`src/rtl/button_pkg.sv`:
```
// Shared types, width helper and 100 MHz board defaults for the push-button bank.
package button_pkg;

    typedef enum logic [1:0] {
        ST_IDLE    = 2'd0,
        ST_PRESSED = 2'd1,
        ST_DELAY   = 2'd2,
        ST_REPEAT  = 2'd3
    } btn_state_t;

    // Bits needed to hold 0..value-1, never less than one.
    function automatic int clog2_min1(input int value);
        return (value <= 2) ? 1 : $clog2(value);
    endfunction

    localparam int             DEF_N_BTN        = 5;
    localparam int             DEF_TICK_DIV     = 100000;
    localparam int             DEF_DEB_LEN      = 8;
    localparam logic [4:0]     DEF_REPEAT_MASK  = 5'b11000;
    localparam int             DEF_REPEAT_DELAY = 500;
    localparam int             DEF_REPEAT_RATE  = 100;

endpackage

```
`src/rtl/btn_channel.sv`:
```
// One button channel: tick-sampled debounce, press pulse and optional hold-to-repeat.
// The FSM acts on the next debounced level so pulse, level and held all change on the same edge.
module btn_channel
    import button_pkg::*;
#(
    parameter int DEB_LEN      = DEF_DEB_LEN,
    parameter int REPEAT_DELAY = DEF_REPEAT_DELAY,
    parameter int REPEAT_RATE  = DEF_REPEAT_RATE
) (
    input  logic clk,
    input  logic rst,
    input  logic tick,
    input  logic s_i,
    input  logic rep_en,
    output logic level,
    output logic pulse,
    output logic held
);

    localparam int DEB_W   = clog2_min1(DEB_LEN);
    localparam int REP_MAX = (REPEAT_DELAY > REPEAT_RATE) ? REPEAT_DELAY : REPEAT_RATE;
    localparam int REP_W   = clog2_min1(REP_MAX);

    localparam logic [DEB_W-1:0] DEB_LAST   = DEB_W'(DEB_LEN - 1);
    localparam logic [REP_W-1:0] DELAY_LAST = REP_W'(REPEAT_DELAY - 1);
    localparam logic [REP_W-1:0] RATE_LAST  = REP_W'(REPEAT_RATE - 1);

    logic [DEB_W-1:0] deb_cnt, deb_cnt_nxt;
    logic             level_nxt;
    btn_state_t       state, state_nxt;
    logic [REP_W-1:0] rep_cnt, rep_cnt_nxt;
    logic             pulse_nxt;

    // Any sample agreeing with the current level restarts the count.
    always_comb begin
        level_nxt   = level;
        deb_cnt_nxt = deb_cnt;
        if (tick) begin
            if (s_i == level) begin
                deb_cnt_nxt = '0;
            end else if (deb_cnt == DEB_LAST) begin
                level_nxt   = ~level;
                deb_cnt_nxt = '0;
            end else begin
                deb_cnt_nxt = deb_cnt + 1'b1;
            end
        end
    end

    always_comb begin
        state_nxt   = state;
        rep_cnt_nxt = rep_cnt;
        pulse_nxt   = 1'b0;
        case (state)
            ST_IDLE: begin
                if (level_nxt) begin
                    pulse_nxt   = 1'b1;
                    rep_cnt_nxt = '0;
                    state_nxt   = rep_en ? ST_DELAY : ST_PRESSED;
                end
            end
            ST_PRESSED: begin
                if (!level_nxt) state_nxt = ST_IDLE;
            end
            ST_DELAY: begin
                // Release takes priority over an expiring delay.
                if (!level_nxt) begin
                    state_nxt   = ST_IDLE;
                    rep_cnt_nxt = '0;
                end else if (tick) begin
                    if (rep_cnt == DELAY_LAST) begin
                        state_nxt   = ST_REPEAT;
                        pulse_nxt   = 1'b1;
                        rep_cnt_nxt = '0;
                    end else begin
                        rep_cnt_nxt = rep_cnt + 1'b1;
                    end
                end
            end
            ST_REPEAT: begin
                if (!level_nxt) begin
                    state_nxt   = ST_IDLE;
                    rep_cnt_nxt = '0;
                end else if (tick) begin
                    if (rep_cnt == RATE_LAST) begin
                        pulse_nxt   = 1'b1;
                        rep_cnt_nxt = '0;
                    end else begin
                        rep_cnt_nxt = rep_cnt + 1'b1;
                    end
                end
            end
            default: begin
                state_nxt   = ST_IDLE;
                rep_cnt_nxt = '0;
            end
        endcase
    end

    always_ff @(posedge clk) begin
        if (rst) begin
            level   <= 1'b0;
            deb_cnt <= '0;
            state   <= ST_IDLE;
            rep_cnt <= '0;
            pulse   <= 1'b0;
        end else begin
            level   <= level_nxt;
            deb_cnt <= deb_cnt_nxt;
            state   <= state_nxt;
            rep_cnt <= rep_cnt_nxt;
            pulse   <= pulse_nxt;
        end
    end

    assign held = (state == ST_REPEAT);

endmodule

```
`src/rtl/button_bank.sv`:
```
// N-channel push-button conditioner: shared tick divider, per-channel synchronisers
// and channels, plus a lowest-index-wins event encoder over the registered pulses.
module button_bank
    import button_pkg::*;
#(
    parameter int               N_BTN        = DEF_N_BTN,
    parameter int               TICK_DIV     = DEF_TICK_DIV,
    parameter int               DEB_LEN      = DEF_DEB_LEN,
    parameter logic [N_BTN-1:0] REPEAT_MASK  = N_BTN'(DEF_REPEAT_MASK),
    parameter int               REPEAT_DELAY = DEF_REPEAT_DELAY,
    parameter int               REPEAT_RATE  = DEF_REPEAT_RATE
) (
    input  logic                     clk,
    input  logic                     rst,
    input  logic [N_BTN-1:0]         btn_in,
    output logic [N_BTN-1:0]         btn_level,
    output logic [N_BTN-1:0]         btn_pulse,
    output logic [N_BTN-1:0]         btn_held,
    output logic                     evt_valid,
    output logic [$clog2(N_BTN)-1:0] evt_id,
    output logic                     evt_multi
);

    localparam int                TICK_W    = clog2_min1(TICK_DIV);
    localparam logic [TICK_W-1:0] TICK_LAST = TICK_W'(TICK_DIV - 1);
    localparam int                ID_W      = $clog2(N_BTN);

    logic [TICK_W-1:0] tick_cnt;
    logic              tick;
    logic [N_BTN-1:0]  sync_q1, sync_q2;

    assign tick = (tick_cnt == TICK_LAST);

    always_ff @(posedge clk) begin
        if (rst) begin
            tick_cnt <= '0;
            sync_q1  <= '0;
            sync_q2  <= '0;
        end else begin
            tick_cnt <= tick ? '0 : tick_cnt + 1'b1;
            sync_q1  <= btn_in;
            sync_q2  <= sync_q1;
        end
    end

    for (genvar i = 0; i < N_BTN; i++) begin : g_ch
        btn_channel #(
            .DEB_LEN      (DEB_LEN),
            .REPEAT_DELAY (REPEAT_DELAY),
            .REPEAT_RATE  (REPEAT_RATE)
        ) u_ch (
            .clk    (clk),
            .rst    (rst),
            .tick   (tick),
            .s_i    (sync_q2[i]),
            .rep_en (REPEAT_MASK[i]),
            .level  (btn_level[i]),
            .pulse  (btn_pulse[i]),
            .held   (btn_held[i])
        );
    end

    // Scan from the top so the lowest set index is the last one written.
    always_comb begin
        evt_id = '0;
        for (int i = N_BTN - 1; i >= 0; i--) begin
            if (btn_pulse[i]) evt_id = ID_W'(i);
        end
    end

    assign evt_valid = |btn_pulse;
    assign evt_multi = |(btn_pulse & (btn_pulse - 1'b1));

endmodule

```
`config.mk`:
```
export PLATFORM = sky130hd
export DESIGN_NAME = button_bank
export DESIGN_NICKNAME = d
export VERILOG_FILES = /design/src/rtl/button_pkg.sv /design/src/rtl/btn_channel.sv /design/src/rtl/button_bank.sv
export SDC_FILE = /design/constraint.sdc
export NUM_CORES = 1
export LEC_CHECK = 0
export ABC_AREA = 1
export BUFFER_PORTS_ARGS = -buffer_cell sky130_fd_sc_hd__buf_4
export CORE_MARGIN = 8
export CORE_UTILIZATION = 67
export CTS_CLUSTER_DIAMETER = 150
export DETAILED_ROUTE_END_ITERATION = 16
export PLACE_DENSITY = 0.86
export SLEW_MARGIN = 15
export SYNTH_ARGS = -nofsm -noshare
export SYNTH_HDL_FRONTEND = slang
export SYNTH_SLANG_ARGS = --single-unit
```
`constraint.sdc`:
```
create_clock -name clk -period 5.2 [get_ports clk]
set_input_delay 0.26 -clock clk [delete_from_list [all_inputs] [get_ports clk]]
set_output_delay 0.26 -clock clk [all_outputs]
set_load 0.1 [all_outputs]
```
; After elaboration in Yosys (flattened, before gate mapping)
; Cells that the tools add are included.
[totals]
regBits = 107
inputBits = 7
out_inout_bits = 20
elab_cells = 275
[op_classes]
addsub = 12
eq_ne = 61
muxes = 140
bitwise = 6
reduce_logical = 28
[op_table]
columns = cell, n
row1 = two-way mux 9 bit, 35
row2 = one-hot mux 9 bit (3 select lines), 5
row3 = two-way mux 1 bit, 50
row4 = two-way mux 2 bit, 25
row5 = "adder 9 x 1 -> 9 bit, second input constant", 5
row6 = "== test 9 x 7 -> 1 bit, second input constant", 5
row7 = "== test 9 bit, second input constant", 5
row8 = two-way mux 3 bit, 15
row9 = "inequality test 3 bit, second input constant", 15
row10 = AND reduction 4 bit, 10
row11 = one-hot mux 2 bit (3 select lines), 5
row12 = "== test 2 bit, second input constant", 10
row13 = "adder 17 x 1 -> 17 bit, second input constant", 1
row14 = "== test 17 bit, second input constant", 1
row15 = "adder 3 x 1 -> 3 bit, second input constant", 5
row16 = "== test 3 bit, second input constant", 5
row17 = one-hot mux 1 bit (3 select lines), 5
row18 = nonzero test 3 bit, 5
row19 = OR reduction 2 bit, 6
row20 = "== test 2 x 1 -> 1 bit, second input constant", 5
row21 = zero test 2 bit, 5
row22 = "inequality test 2 x 1 -> 1 bit, second input constant", 5
row23 = "inequality test 2 bit, second input constant", 5
row24 = OR reduction 5 bit, 2
row25 = other kinds (4), 12

; Longest topological paths before layout
; Gate-level depths: netlist of run 1.
[logic_depth]
depth_word = 6
mapped_depth = 15
depth_no_buf = 13

; Cells and area by module
; A second synthesis of run 1 with hierarchy kept.
[hier_totals]
cells_unflattened = 943
area_unflattened_um2 = 6361.1
[by_module_without_submodules]
columns = module, instances, cells_per_inst, area_each_um2, seq_area_each_um2
row1 = btn_channel, 5, 150, 1017.2, 320.3
row2 = button_bank, 1, 193, 1275.0, 540.5

; Worst setup path after synthesis of run 1
; No wires, ideal clock.
[synth_path]
path_kind = reg2out
from = reg g_ch[2].u_ch.pulse
to = out evt_id[2]
arrival_ps = 1952
required_time_ps = 4940
setup_slack_ps = 2988
stages_incl_launch_ff = 6
n_path_buf = 0
path_cell_list = dfxtp_1 nor2_1 inv_1 nor2_1 inv_1 nor2_1
[synth_between]
elab_chain_cells = 3
[synth_rtl]
columns = element, line_no
row1 = start: declaration, btn_channel.sv:16  ; output logic pulse,
row2 = start signal: assignment, btn_channel.sv:112  ; pulse <= pulse_nxt;
row3 = two-way mux 3 bit (3 in a row), button_bank.sv:67  ; if (btn_pulse[i]) evt_id = ID_W'(i);
row4 = end: declaration, button_bank.sv:20  ; output logic [$clog2(N_BTN)-1:0] evt_id,
; Every way passes these cells.

; Worst setup path in the final report of run 1
[layout_path]
from = reg tick_cnt[0]
to = reg g_ch[0].u_ch.rep_cnt[7]
[layout_between]
elab_chain_cells = 4
elab_cells_between_ends = 9
cone_classes = eq/ne (4) / mux (4) / reduce/logical (1)
[layout_rtl]
columns = element, line_no
row1 = start: declaration, button_bank.sv:28  ; logic [TICK_W-1:0] tick_cnt;
row2 = start signal: assignment, button_bank.sv:40  ; tick_cnt <= tick ? '0 : tick_cnt + 1'b1;
row3 = == test 17 bit *, button_bank.sv:32  ; assign tick = (tick_cnt == TICK_LAST);
row4 = two-way mux 1 bit, btn_channel.sv:38  ; if (tick) begin
row5 = inequality test 3 bit (no source line) (tied with other cells), --
row6 = AND reduction 4 bit (no source line) / one-hot mux 9 bit (3 select lines) (equally long branches), --
row7 = end signal: assignment, btn_channel.sv:111  ; rep_cnt <= rep_cnt_nxt;
row8 = end: declaration, btn_channel.sv:31  ; logic [REP_W-1:0] rep_cnt, rep_cnt_nxt;
; Every way passes the cells marked *; elsewhere a longest branch is shown, timed or not.
; A chain may end at the register's enable or synchronous reset.

==> impl_metrics.csv, run 1 <==
group,metric,value,unit
status,status,"finished, final reports clean",
timing,finalHoldViolCount,0,
synth,synth_area,6180,um2
cells_and_area,antenna_cells,0,
worst_setup_path,cp-start-kind,"register",
timing,rsz0062_at_grt,"false",
clocking,h-tree-depth,3,
timing,fmax,407,MHz
cells_and_area,fillCellCount,750,
timing,report.final.slew_viol_count,0,
routing,dr.max_layer_used,"met4",
die,dieWidth,112,um
synth,avgSynthCellArea,6.86,um2
die,row_count,35,
routing,wl_met3,662,um
worst_setup_path,path_class,"register to register",
placed_design,place_area,6270,um2
routing,wl_met1,5640,um
synth,synth_compound_area_share,11.3,%
timing,relSlewSlack,57.3,%
global_routing,grt.overflow.total,0,
synth,yosysTopAreaCell,"dfxtp_1",
power,p_leak,2.85,nW
worst_setup_path,cp-end-kind,"register",
worst_setup_path,crit_fanout,22,
synth,syn_nets,924,
cells_and_area,layout.nets,923,
placed_design,io_buffer_count,26,
worst_setup_path,cp.required,5510,ps
synth,synth.area.mux_share,0,%
synth,synth_seq_cells,107,
synth,ys_top_cells_by_area,"dfxtp_1 (35%), nand2_1 (10%), nor2_1 (8.7%)",
global_routing,grt_pass1_wl,23200,um
synth,yosysUniqueCellTypes,46,
die,initial_core_util,67.9,%
die,io_pins,27,
clocking,insertion_delay,370,ps
clocking,clock-root-buffer,"clkbuf_8",
synth,synth_warnings,0,
timing,setup_tns,0,ps
worst_setup_path,critPathArrivalTime,2760,ps
timing,period_share,47.2,%
power,finalPower,1.35,mW
cells_and_area,design_area,6450,um2
clocking,cts_buffers,9,
synth,synthXorXnorAreaFrac,3.40,%
placed_design,place.gp.congestion,0.881,
power,pwr_density_cell,209,nW/um2
global_routing,grt_pass1_vias,5398,
clocking,cts_max_path_buffers,2,
routing,postRouteAntennaNets,0,
routing,dr.pass1.iters,6,
routing,drt-total-wl,13400,um
cells_and_area,drive_above_1_share,11.2,%
timing,finalSetupViolCount,0,
synth,synth-edff-count,0,
synth,synthCells,901,
synth,synth_top_family_by_area,"simple AND/OR/NAND/NOR gates",
die,dieArea,12600,um2
power,vdd_drop_max,0.000139,V
cells_and_area,syn2layout_area_growth,4.35,%
global_routing,antenna_found_initial,0,
routing,wire_per_inst,13.2,um
synth,yosys.area_share.simple,36.1,%
synth,ys_seq_area_share,34.6,%
synth,synthAdderAreaFrac,3.24,%
routing,drc,0,
routing,first_iter_violations,353,
die,coreArea,9110,um2
synth,synth_top_area_share,34.6,%
global_routing,grt_max_degree,30,
clocking,cts-resized-gates,0,
placed_design,hpwl,10000,um
clocking,cts.clk_slew.worst_paths,100,ps
min_path,hold_path_class,"primary input to register",
run,cap_violations,0,
synth,async_flop_share,0,%
clocking,postCtsSetupRepairBufs,0,
global_routing,grt.total_usage,21.7,%
timing,skew,9.25,ps
clocking,holdBufCountCts,0,
die,dieHeight,112,um
clocking,clkSinkCount,107,
synth,synth_flop_cell,"dfxtp_1",
timing,min_period,2460,ps
routing,via_per_inst,5.66,
timing,worst_pin_slew,639,ps
routing,wl_met2,6790,um
routing,num_vias,5750,
clocking,cts_tree,"done",
## state kept, by name, indices dropped and copies added, names as in the netlist
register           cells
g_ch.u_ch.rep_cnt     45
g_ch.u_ch.pulse        5
sync_q1                5
tick_cnt              17
g_ch.u_ch.deb_cnt     15
g_ch.u_ch.level        5
g_ch.u_ch.state       10
sync_q2                5
## cell usage after synthesis, types with 3 or more instances
| master | instances |
|---|---|
| a32o_1 | 12 |
| nor3_2 | 3 |
| clkbuf_1 | 10 |
| buf_4 | 16 |
| ha_1 | 16 |
| a41oi_1 | 3 |
| o21ai_1 | 18 |
| nor3_1 | 17 |
| buf_2 | 8 |
| nand3_1 | 72 |
| nand3_2 | 6 |
| o21ai_0 | 27 |
| inv_2 | 6 |
| nor4_1 | 3 |
| nand4_1 | 23 |
| nor3b_1 | 3 |
| nor2_2 | 5 |
| dfxtp_1 | 107 |
| o41ai_1 | 3 |
| or2_2 | 5 |
| nand2_2 | 17 |
| nor2_1 | 144 |
| xor2_1 | 23 |
| nand3b_1 | 3 |
| buf_6 | 4 |
| a21oi_2 | 5 |
| nand2_4 | 6 |
| nand2_1 | 172 |
| nor2_4 | 3 |
| a21oi_1 | 37 |
| inv_1 | 109 |
## worst max-delay path, stage by stage (launching register included)
cell and delay (ps):
dfxtp_1 370, ha_1 200, nand2_2 80, inv_2 70, nand2_2 80, inv_1 130, nand3_2 330, nand2_2 190
nand2_2 240, nand2_1 180, nand2_2 170, clkinv_2 150, nand2_1 70, a21oi_1 140
## per-layer routing
layer | track usage (%) | vias to the layer above
met5 | 0 | -
met4 | 9.71 | 0
met3 | 3.97 | 41
met2 | 38.9 | 167
met1 | 24.6 | 2649
li1 | - | 2893
## power breakdown
group	leakage [nW]	internal [mW]	switching [mW]
sequential	0.864	0.825	0.00437
clock	0.0936	0.202	0.277
combinational	1.89	0.0128	0.0255
## cell type report
| type | instances | area [um2] | area share (%) |
|---|---|---|---|
| clock inverters | 3 | 22.5 | 0.349 |
| repair buffers | 28 | 210 | 3.26 |
| inverters | 117 | 440 | 6.83 |
| multi-input cells | 637 | 3340 | 51.7 |
| clock buffers | 13 | 159 | 2.46 |
| well taps | 111 | 139 | 2.15 |
| flip-flops and latches | 107 | 2140 | 33.2 |
## cells by family after synthesis
logic type                 count (synthesis)
AOI/OAI and AO/OA                        112
DFF                                      107
and+or+nand+nor                          485
buffers and inverters                    157
xor gates and xnor gates                  24
adders and majority gates                 16
## layout by cell type (no fill, tap or decap), types with 3 or more instances in the layout
master    synthesis  layout
nand2_1         172     172
nor2_1          144     144
inv_1           109     109
dfxtp_1         107     107
nand3_1          72      72
a21oi_1          37      37
buf_4            16      28
o21ai_0          27      27
nand4_1          23      23
xor2_1           23      23
o21ai_1          18      18
nand2_2          17      17
nor3_1           17      17
ha_1             16      16
a32o_1           12      12
clkbuf_8          0      11
inv_2             6       6
nand3_2           6       6
nand2_4           6       6
or2_2             5       5
nor2_2            5       5
a21oi_2           5       5
nor2_4            3       3
a41oi_1           3       3
nand3b_1          3       3
nor4_1            3       3
nor3_2            3       3
nor3b_1           3       3
o41ai_1           3       3
## final timing paths
path / slack [ps] / end / start / depth (start not counted)
max reg2reg: 2740 / g_ch[0].u_ch.rep_cnt[7] / tick_cnt[0] / 13
max: 2740 / g_ch[0].u_ch.rep_cnt[7] / tick_cnt[0] / 13
min reg2reg: 410 / sync_q2[3] / sync_q1[3] / 2
min: 90 / sync_q1[1] / btn_in[1] / 3
## through the flow
stage,cells,hold slack [ps],utilization (%),setup slack (ps)
after floorplan,901,367,-,2990
after global placement,1000,390,68.8,2970
after detailed placement,1000,402,68.8,2820
after CTS,1016,83.0,70.8,2760
after global routing,1016,87.3,70.8,2490
final,1016,92.0,70.8,2740
Power figures use the tool's default switching activity.
==> run 2, diff against run 1 <==
--- a/config.mk
+++ b/config.mk
@@ -5,13 +5,13 @@
 export SDC_FILE = /design/constraint.sdc
 export NUM_CORES = 1
 export LEC_CHECK = 0
-export ABC_AREA = 1
+export ABC_AREA = 0
 export BUFFER_PORTS_ARGS = -buffer_cell sky130_fd_sc_hd__buf_4
 export CORE_MARGIN = 8
-export CORE_UTILIZATION = 67
+export CORE_UTILIZATION = 56
 export CTS_CLUSTER_DIAMETER = 150
 export DETAILED_ROUTE_END_ITERATION = 16
-export PLACE_DENSITY = 0.86
+export PLACE_DENSITY = 0.77
 export SLEW_MARGIN = 15
 export SYNTH_ARGS = -nofsm -noshare
 export SYNTH_HDL_FRONTEND = slang
==> constraint.sdc (replaced) <==
create_clock -name clk -period 2.1 [get_ports clk]
set_input_delay 0.105 -clock clk [delete_from_list [all_inputs] [get_ports clk]]
set_output_delay 0.105 -clock clk [all_outputs]
set_load 0.1 [all_outputs]
==> impl_metrics.csv, run 2 <==
group,metric,value,unit
placed_design,io_buffer_count,26,
global_routing,grt_pass1_vias,4998,
timing,period_share,103,%
routing,first_iter_violations,278,
cells_and_area,registers.top_by_ff_count,"g_ch.u_ch.rep_cnt",
synth,synth_flop_cell,"dfxtp_1",
synth,ys_top_cells_by_area,"dfxtp_1 (38%), nand3_1 (5.5%), nand2_1 (4.8%)",
synth,synth_most_common_cell,"dfxtp_1",
clocking,cts.clk_slew.worst_paths,110,ps
die,dieWidth,116,um
cells_and_area,final_cell_mix,"dfxtp_1 (96), buf_4 (96), nand2_1 (70), nor2_1 (60), nand3_1 (59)",
cells_and_area,multi_input_area,3430,um2
timing,setup_slack,-67.3,ps
routing,wire_per_inst,15.7,um
run,cap_violations,0,
clocking,cts_buffers,9,
routing,drt-total-wl,14000,um
timing,finalHoldViolCount,0,
routing,drc,0,
synth,synth_top_area_share,37.9,%
synth,ys_seq_area_share,37.9,%
timing,fmax,461,MHz
worst_setup_path,cp_num_buf_inv,1,
power,vdd_drop_max,0.000433,V
min_path,hold_end,"g_ch[3].u_ch.rep_cnt[3]",
timing,whs,166,ps
worst_setup_path,worst_path_most_repeated_cell,"and4_4",
worst_setup_path,cp-end-kind,"register",
clocking,clkSinkCount,107,
synth,synth-edff-count,0,
worst_setup_path,crit_path_start,"tick_cnt[0]",
synth,yosysTopAreaCell,"dfxtp_1",
global_routing,grt.total_usage,20.5,%
die,coreArea,9770,um2
worst_setup_path,worst_path_largest_cell_delay,420,ps
worst_setup_path,critPathTopFamily,"simple AND/OR/NAND/NOR gates",
cells_and_area,drive_above_1_share,28.1,%
routing,num_vias,5264,
global_routing,antenna_found_initial,0,
worst_setup_path,r2r_end,"g_ch[1].u_ch.rep_cnt[5]",
timing,setup_tns,-436,ps
synth,synthCells,668,
status,violations,"negative setup slack",
clocking,clock-root-buffer,"clkbuf_8",
timing,rsz0062_at_grt,"true",
placed_design,hpwl,9460,um
power,pwr_density_cell,507,nW/um2
timing,skew,14.2,ps
cells_and_area,regArea,2160,um2
routing,via_per_inst,5.93,
synth,synth_common_cells,"dfxtp_1 (107), nand2_1 (72), nand3_1 (62)",
worst_setup_path,rrSetupSlack,-70,ps
timing,finalSetupViolCount,10,
timing,report.final.slew_viol_count,0,
cells_and_area,antenna_cells,0,
global_routing,grt.overflow.total,0,
worst_setup_path,worst-r2r-cell-count,8,
synth,synth_area,5650,um2
cells_and_area,fillCellCount,745,
synth,synth_seq_cells,107,
die,dieHeight,116,um
die,row_count,36,
die,initial_core_util,57.8,%
routing,postRouteAntennaNets,0,
cells_and_area,reg_top3,"g_ch.u_ch.rep_cnt (45), tick_cnt (17), g_ch.u_ch.deb_cnt (15)",
worst_setup_path,slowest_stage,"or4_4",
min_path,worstHoldStart,"rst",
synth,yosysUniqueCellTypes,72,
clocking,h-tree-depth,3,
timing,worst_pin_slew,514,ps
worst_setup_path,critPathArrivalTime,2490,ps
global_routing,grt_pass1_wl,22600,um
cells_and_area,instances_no_fill,887,
timing,min_period,2170,ps
status,status,"complete, but fails checks",
cells_and_area,layout.nets,772,
cells_and_area,syn2layout_area_growth,22.4,%
synth,async_flop_share,0,%
worst_setup_path,cp-start-kind,"register",
die,dieArea,13600,um2
worst_setup_path,rr_startpoint,"tick_cnt[0]",
cells_and_area,largest_register_ffs,45,
synth,avgSynthCellArea,8.46,um2
die,io_pins,27,
global_routing,grt_max_degree,31,
placed_design,place.gp.congestion,0.851,
worst_setup_path,cp_cell_sequence,"ha_4 > and4_4 > and4_4 > buf_6 > a221o_2 > or2_4 > or4_4 > a31oi_1",
routing,dr.pass1.iters,5,
clocking,cts_max_path_buffers,2,
power,p_leak,2.58,nW
min_path,hold_path_class,"primary input to register",
worst_setup_path,path_class,"register to register",
worst_setup_path,cp.required,2420,ps
synth,synth_warnings,0,
min_path,worstHoldPathCells,3,
worst_setup_path,crit_fanout,8,
synth,syn_nets,691,
placed_design,placed_cells,850,
timing,relSlewSlack,65.7,%
clocking,cts_tree,"done",
clocking,insertion_delay,380,ps
==> run 2: changes by cell type after synthesis, sizes merged, moves of 12 or more <==
| cell | delta |
|---|---|
| nand3 | -17 |
| o21ai | -26 |
| a31oi | +16 |
| nor2b | +13 |
| nand2 | -123 |
| nand4 | -13 |
| inv | -102 |
| and3 | +17 |
| nor2 | -91 |
| a32o | -12 |
==> run 2: cells by family (layout without fill, tap and decap cells) <==
| logic type | count (synthesis) | in the layout | synth area share [%] |
|---|---|---|---|
| AND/OR/NAND/NOR | 332 | 333 | 31.8 |
| buffers and inverters | 55 | 140 | 5.34 |
| multiplexers | 3 | 3 | 0.553 |
| adder cells (fa/ha/maj) | 16 | 16 | 3.54 |
| XOR/XNOR | 19 | 19 | 2.94 |
| flip-flops | 107 | 107 | 37.9 |
| AO/OA/AOI/OAI | 136 | 136 | 17.9 |
==> run 2: what timing repair did <==
action,CTS,global route
pin swaps,11,9
hold buffers,5,0
gates cloned,0,1
hold endpoints to repair,5,0
buffers inserted,10,5
resized for setup,28,43
setup endpoints to repair,43,48
==> run 2: worst reg2reg max path: stages, from the launching register on <==
cell and delay, ps:
dfxtp_2 350, ha_4 150, and4_4 160, and4_4 170
buf_6 130, a221o_2 320, or2_4 270, or4_4 420
a31oi_1 140
==> run 2: worst max-delay path by stage <==
stage | endpoint | cells past startpoint | slack (ps)
after floorplan | g_ch[1].u_ch.rep_cnt[2] | 9 | -50
after global placement | g_ch[2].u_ch.rep_cnt[4] | 9 | -170
after detailed placement | g_ch[2].u_ch.rep_cnt[5] | 9 | -270
after CTS | g_ch[1].u_ch.rep_cnt[6] | 8 | -40
after global routing | g_ch[1].u_ch.rep_cnt[5] | 8 | -160
final | g_ch[1].u_ch.rep_cnt[5] | 8 | -70
==> run 2: report_power, final <==
group | leakage (nW) | total, mW | internal [mW] | switching (mW)
sequential | 0.870 | 2.05 | 2.04 | 0.00947
clock | 0.0999 | 1.35 | 0.597 | 0.752
combinational | 1.61 | 0.112 | 0.0501 | 0.0622
==> run 2: routing by layer <==
layer	track usage [%]	up-vias	routed length (um)
met3	3.05	33	443
li1	-	2580	-
met2	36.3	133	7170
met4	9.59	0	380
met1	23.9	2518	5960
met5	0	-	0
==> run 2: layout make-up <==
class	count	share of cell area (%)
clock buffer	10	1.99
clock inverter	6	1.03
inverter	13	0.705
multi-input combinational	507	49.6
sequential	107	31.2
tap	133	2.40
timing repair buffer	111	13.1
==> run 2: per-stage QoR <==
| stage | total power [mW] | instance area (um2) | utilization [%] | setup slack [ps] |
|---|---|---|---|---|
| after global placement | 2.19 | 6290 | 64.4 | -171 |
| after global routing | 3.64 | 6920 | 70.8 | -159 |
| final | 3.51 | 6920 | 70.8 | -67.3 |
| after CTS | 3.53 | 6720 | 68.7 | -40.2 |
| after detailed placement | 2.19 | 6290 | 64.4 | -269 |
| after floorplan | 2.15 | 5680 | - | -46.2 |
==> run 3, diff against run 2 <==
--- a/config.mk
+++ b/config.mk
@@ -5,13 +5,14 @@
 export SDC_FILE = /design/constraint.sdc
 export NUM_CORES = 1
 export LEC_CHECK = 0
-export ABC_AREA = 0
-export BUFFER_PORTS_ARGS = -buffer_cell sky130_fd_sc_hd__buf_4
+export ABC_AREA = 1
 export CORE_MARGIN = 8
-export CORE_UTILIZATION = 56
+export CORE_UTILIZATION = 58
 export CTS_CLUSTER_DIAMETER = 150
 export DETAILED_ROUTE_END_ITERATION = 16
-export PLACE_DENSITY = 0.77
+export DONT_BUFFER_PORTS = 1
+export HOLD_SLACK_MARGIN = 0.06
+export PLACE_DENSITY = 0.76
 export SLEW_MARGIN = 15
 export SYNTH_ARGS = -nofsm -noshare
 export SYNTH_HDL_FRONTEND = slang
==> impl_metrics.csv, run 3 (same netlist as run 1, synthesis figures left out) <==
group,metric,value,unit
power,p_comb_share,3.1,%
cells_and_area,drive_above_1_share,12.5,%
die,row_count,37,
timing,rsz0062_at_grt,"true",
worst_setup_path,worst_path_most_repeated_cell,"nand2_2",
cells_and_area,regArea,2140,um2
die,dieArea,14200,um2
routing,drt-total-wl,14000,um
min_path,worstHoldPathCells,3,
die,dieHeight,119,um
global_routing,grt.total_usage,19.4,%
cells_and_area,instances_no_fill,1054,
timing,skew,12.6,ps
routing,drc,0,
power,vdd_drop_max,0.000385,V
timing,finalHoldViolCount,0,
worst_setup_path,worst-r2r-cell-count,14,
timing,min_period,1970,ps
clocking,cts_tree,"done",
cells_and_area,multi_input_area,3380,um2
worst_setup_path,cp-start-kind,"register",
power,sequentialPowerShare,58.7,%
die,initial_core_util,59.9,%
cells_and_area,registers.top_by_ff_count,"g_ch.u_ch.rep_cnt",
clocking,clock-root-buffer,"clkbuf_8",
clocking,insertion_delay,380,ps
worst_setup_path,worst_path_largest_cell_delay,340,ps
die,dieWidth,119,um
placed_design,io_buffer_count,0,
worst_setup_path,cp_cell_sequence,"ha_1 > nand2_2 > inv_2 > nand2_2 > inv_1 > nand3_2 > buf_6 > nand2_2 > nand2_4 > nand2_2 > nand2_8 > o21ai_0 > inv_1 > nor2_1",
timing,whs,116,ps
global_routing,grt_use_met2,34.5,%
timing,fmax,507,MHz
timing,worst_pin_slew,747,ps
global_routing,use_met1,23.0,%
worst_setup_path,cp.depth,14,
global_routing,grt_busiest_layer,"met2",
cells_and_area,syn2layout_area_growth,9.23,%
placed_design,place_ws,8.92,ps
routing,postRouteAntennaNets,0,
timing,period_share,94.0,%
clocking,cts_max_path_buffers,2,
global_routing,antenna_found_initial,1,
die,coreArea,10300,um2
worst_setup_path,critPathTopFamily,"simple AND/OR/NAND/NOR gates",
run,cap_violations,0,
timing,report.final.slew_viol_count,0,
worst_setup_path,cp_num_buf_inv,4,
timing,finalSetupViolCount,0,
clocking,cts.clk_slew.worst_paths,110,ps
placed_design,hpwl,10100,um
power,p_int,2.68,mW
cells_and_area,reg_top3,"g_ch.u_ch.rep_cnt (45), tick_cnt (17), g_ch.u_ch.deb_cnt (15)",
routing,via_per_inst,5.38,
global_routing,grt_pass1_vias,5348,
power,p_switching,0.825,mW
cells_and_area,antenna_cells,0,
routing,first_iter_violations,446,
power,switching_share,23.5,%
cells_and_area,layout.nets,936,
clocking,cts_buffers,9,
clocking,clkSinkCount,107,
worst_setup_path,critPathArrivalTime,2270,ps
worst_setup_path,path_class,"register to register",
global_routing,use_met3,3.97,%
global_routing,grt_pass1_wl,23500,um
power,pwr_density_cell,519,nW/um2
placed_design,place.gp.congestion,0.872,
min_path,hold_path_class,"primary input to register",
routing,dr.pass1.iters,5,
worst_setup_path,slowest_stage,"dfxtp_2",
cells_and_area,fillCellCount,894,
worst_setup_path,cp-end-kind,"register",
cells_and_area,final_cell_mix,"nand2_1 (172), nor2_1 (140), inv_1 (108), dfxtp_1 (106), nand3_1 (72)",
routing,num_vias,5670,
worst_setup_path,cp.required,2390,ps
power,p_leak,2.94,nW
worst_setup_path,crit_fanout,18,
cells_and_area,largest_register_ffs,45,
die,io_pins,27,
timing,setup_slack,126,ps
routing,wire_per_inst,13.3,um
timing,relSlewSlack,50.0,%
cells_and_area,mostFrequentLayoutCell,"nand2_1",
status,status,"finished, final reports clean",
placed_design,placed_cells,1026,
global_routing,grt.overflow.total,0,
clocking,h-tree-depth,3,
power,clkPwrFrac,38.2,%
global_routing,grt_max_degree,28,
## run 3: cell types whose count changed in the layout (fill, tap and decap cells not counted), moves of 12 or more
cell	change
nor2b_1	-13
inv_1	+95
buf_4	-71
nand4_1	+14
a31oi_1	-16
nor2_1	+80
a32o_1	+12
nand2_1	+102
nand2_2	+13
and3_1	-13
o21ai_1	+19
nand3_1	+13
## run 3: path summary, 6_finish.rpt
path                from  slack, ps                 endpoint
max reg2reg  tick_cnt[0]        130  g_ch[2].u_ch.rep_cnt[1]
max          tick_cnt[0]        130  g_ch[2].u_ch.rep_cnt[1]
min                  rst        120  g_ch[3].u_ch.rep_cnt[8]
min reg2reg   sync_q1[0]        420               sync_q2[0]
## run 3: power by group through the flow
stage          logic [mW]  registers, mW  clock network (mW)
2_1_floorplan      0.0700           2.10                   0
3_3_place_gp       0.0760           2.10                   0
3_5_place_dp       0.0795           2.10                   0
4_1_cts             0.103           2.06                1.38
5_1_grt             0.124           2.06                1.44
6_report            0.110           2.06                1.34
## run 3: worst register-to-register path, delay by kind of cell, from the launching register on
kind	cells	cell delay, ps
and+or+nand+nor	8	840
adders and majority gates	1	220
AOI/OAI and AO/OA	1	120
buffers and inverters	4	390
DFF	1	340
## run 3: stage by stage
step	utilization (%)	area (um2)	setup TNS, ps	power, mW
2_1_floorplan	-	6180	0	2.17
3_3_place_gp	61.8	6380	0	2.18
3_5_place_dp	61.8	6380	0	2.18
4_1_cts	64.6	6670	0	3.53
5_1_grt	65.4	6750	-40.6	3.62
6_report	65.4	6750	0	3.50
## run 3: routing by layer
metal	part of all wire, %	wire length, um	vias up
met3	4.4	613	19
met1	45	6300	2599
met5	0	0	-
li1	-	-	2922
met2	49	6850	130
met4	1.5	212	0
## run 3: cell type report
cell class,count,area share (%)
clock buffer,10,2.04
clock inverter,6,1.06
inverter,117,6.52
multi-input combinational,637,50.1
sequential,107,31.7
tap,136,2.52
timing repair buffer,41,6.00
## run 3: repair_timing
action / CTS / global route
pin swaps: 0 / 2
setup endpoints to repair: 1 / 46
buffers inserted: 0 / 3
endpoints found under the hold margin: 30 / 10
gates resized for setup: 1 / 12
hold buffers: 7 / 1
gates cloned: 0 / 1
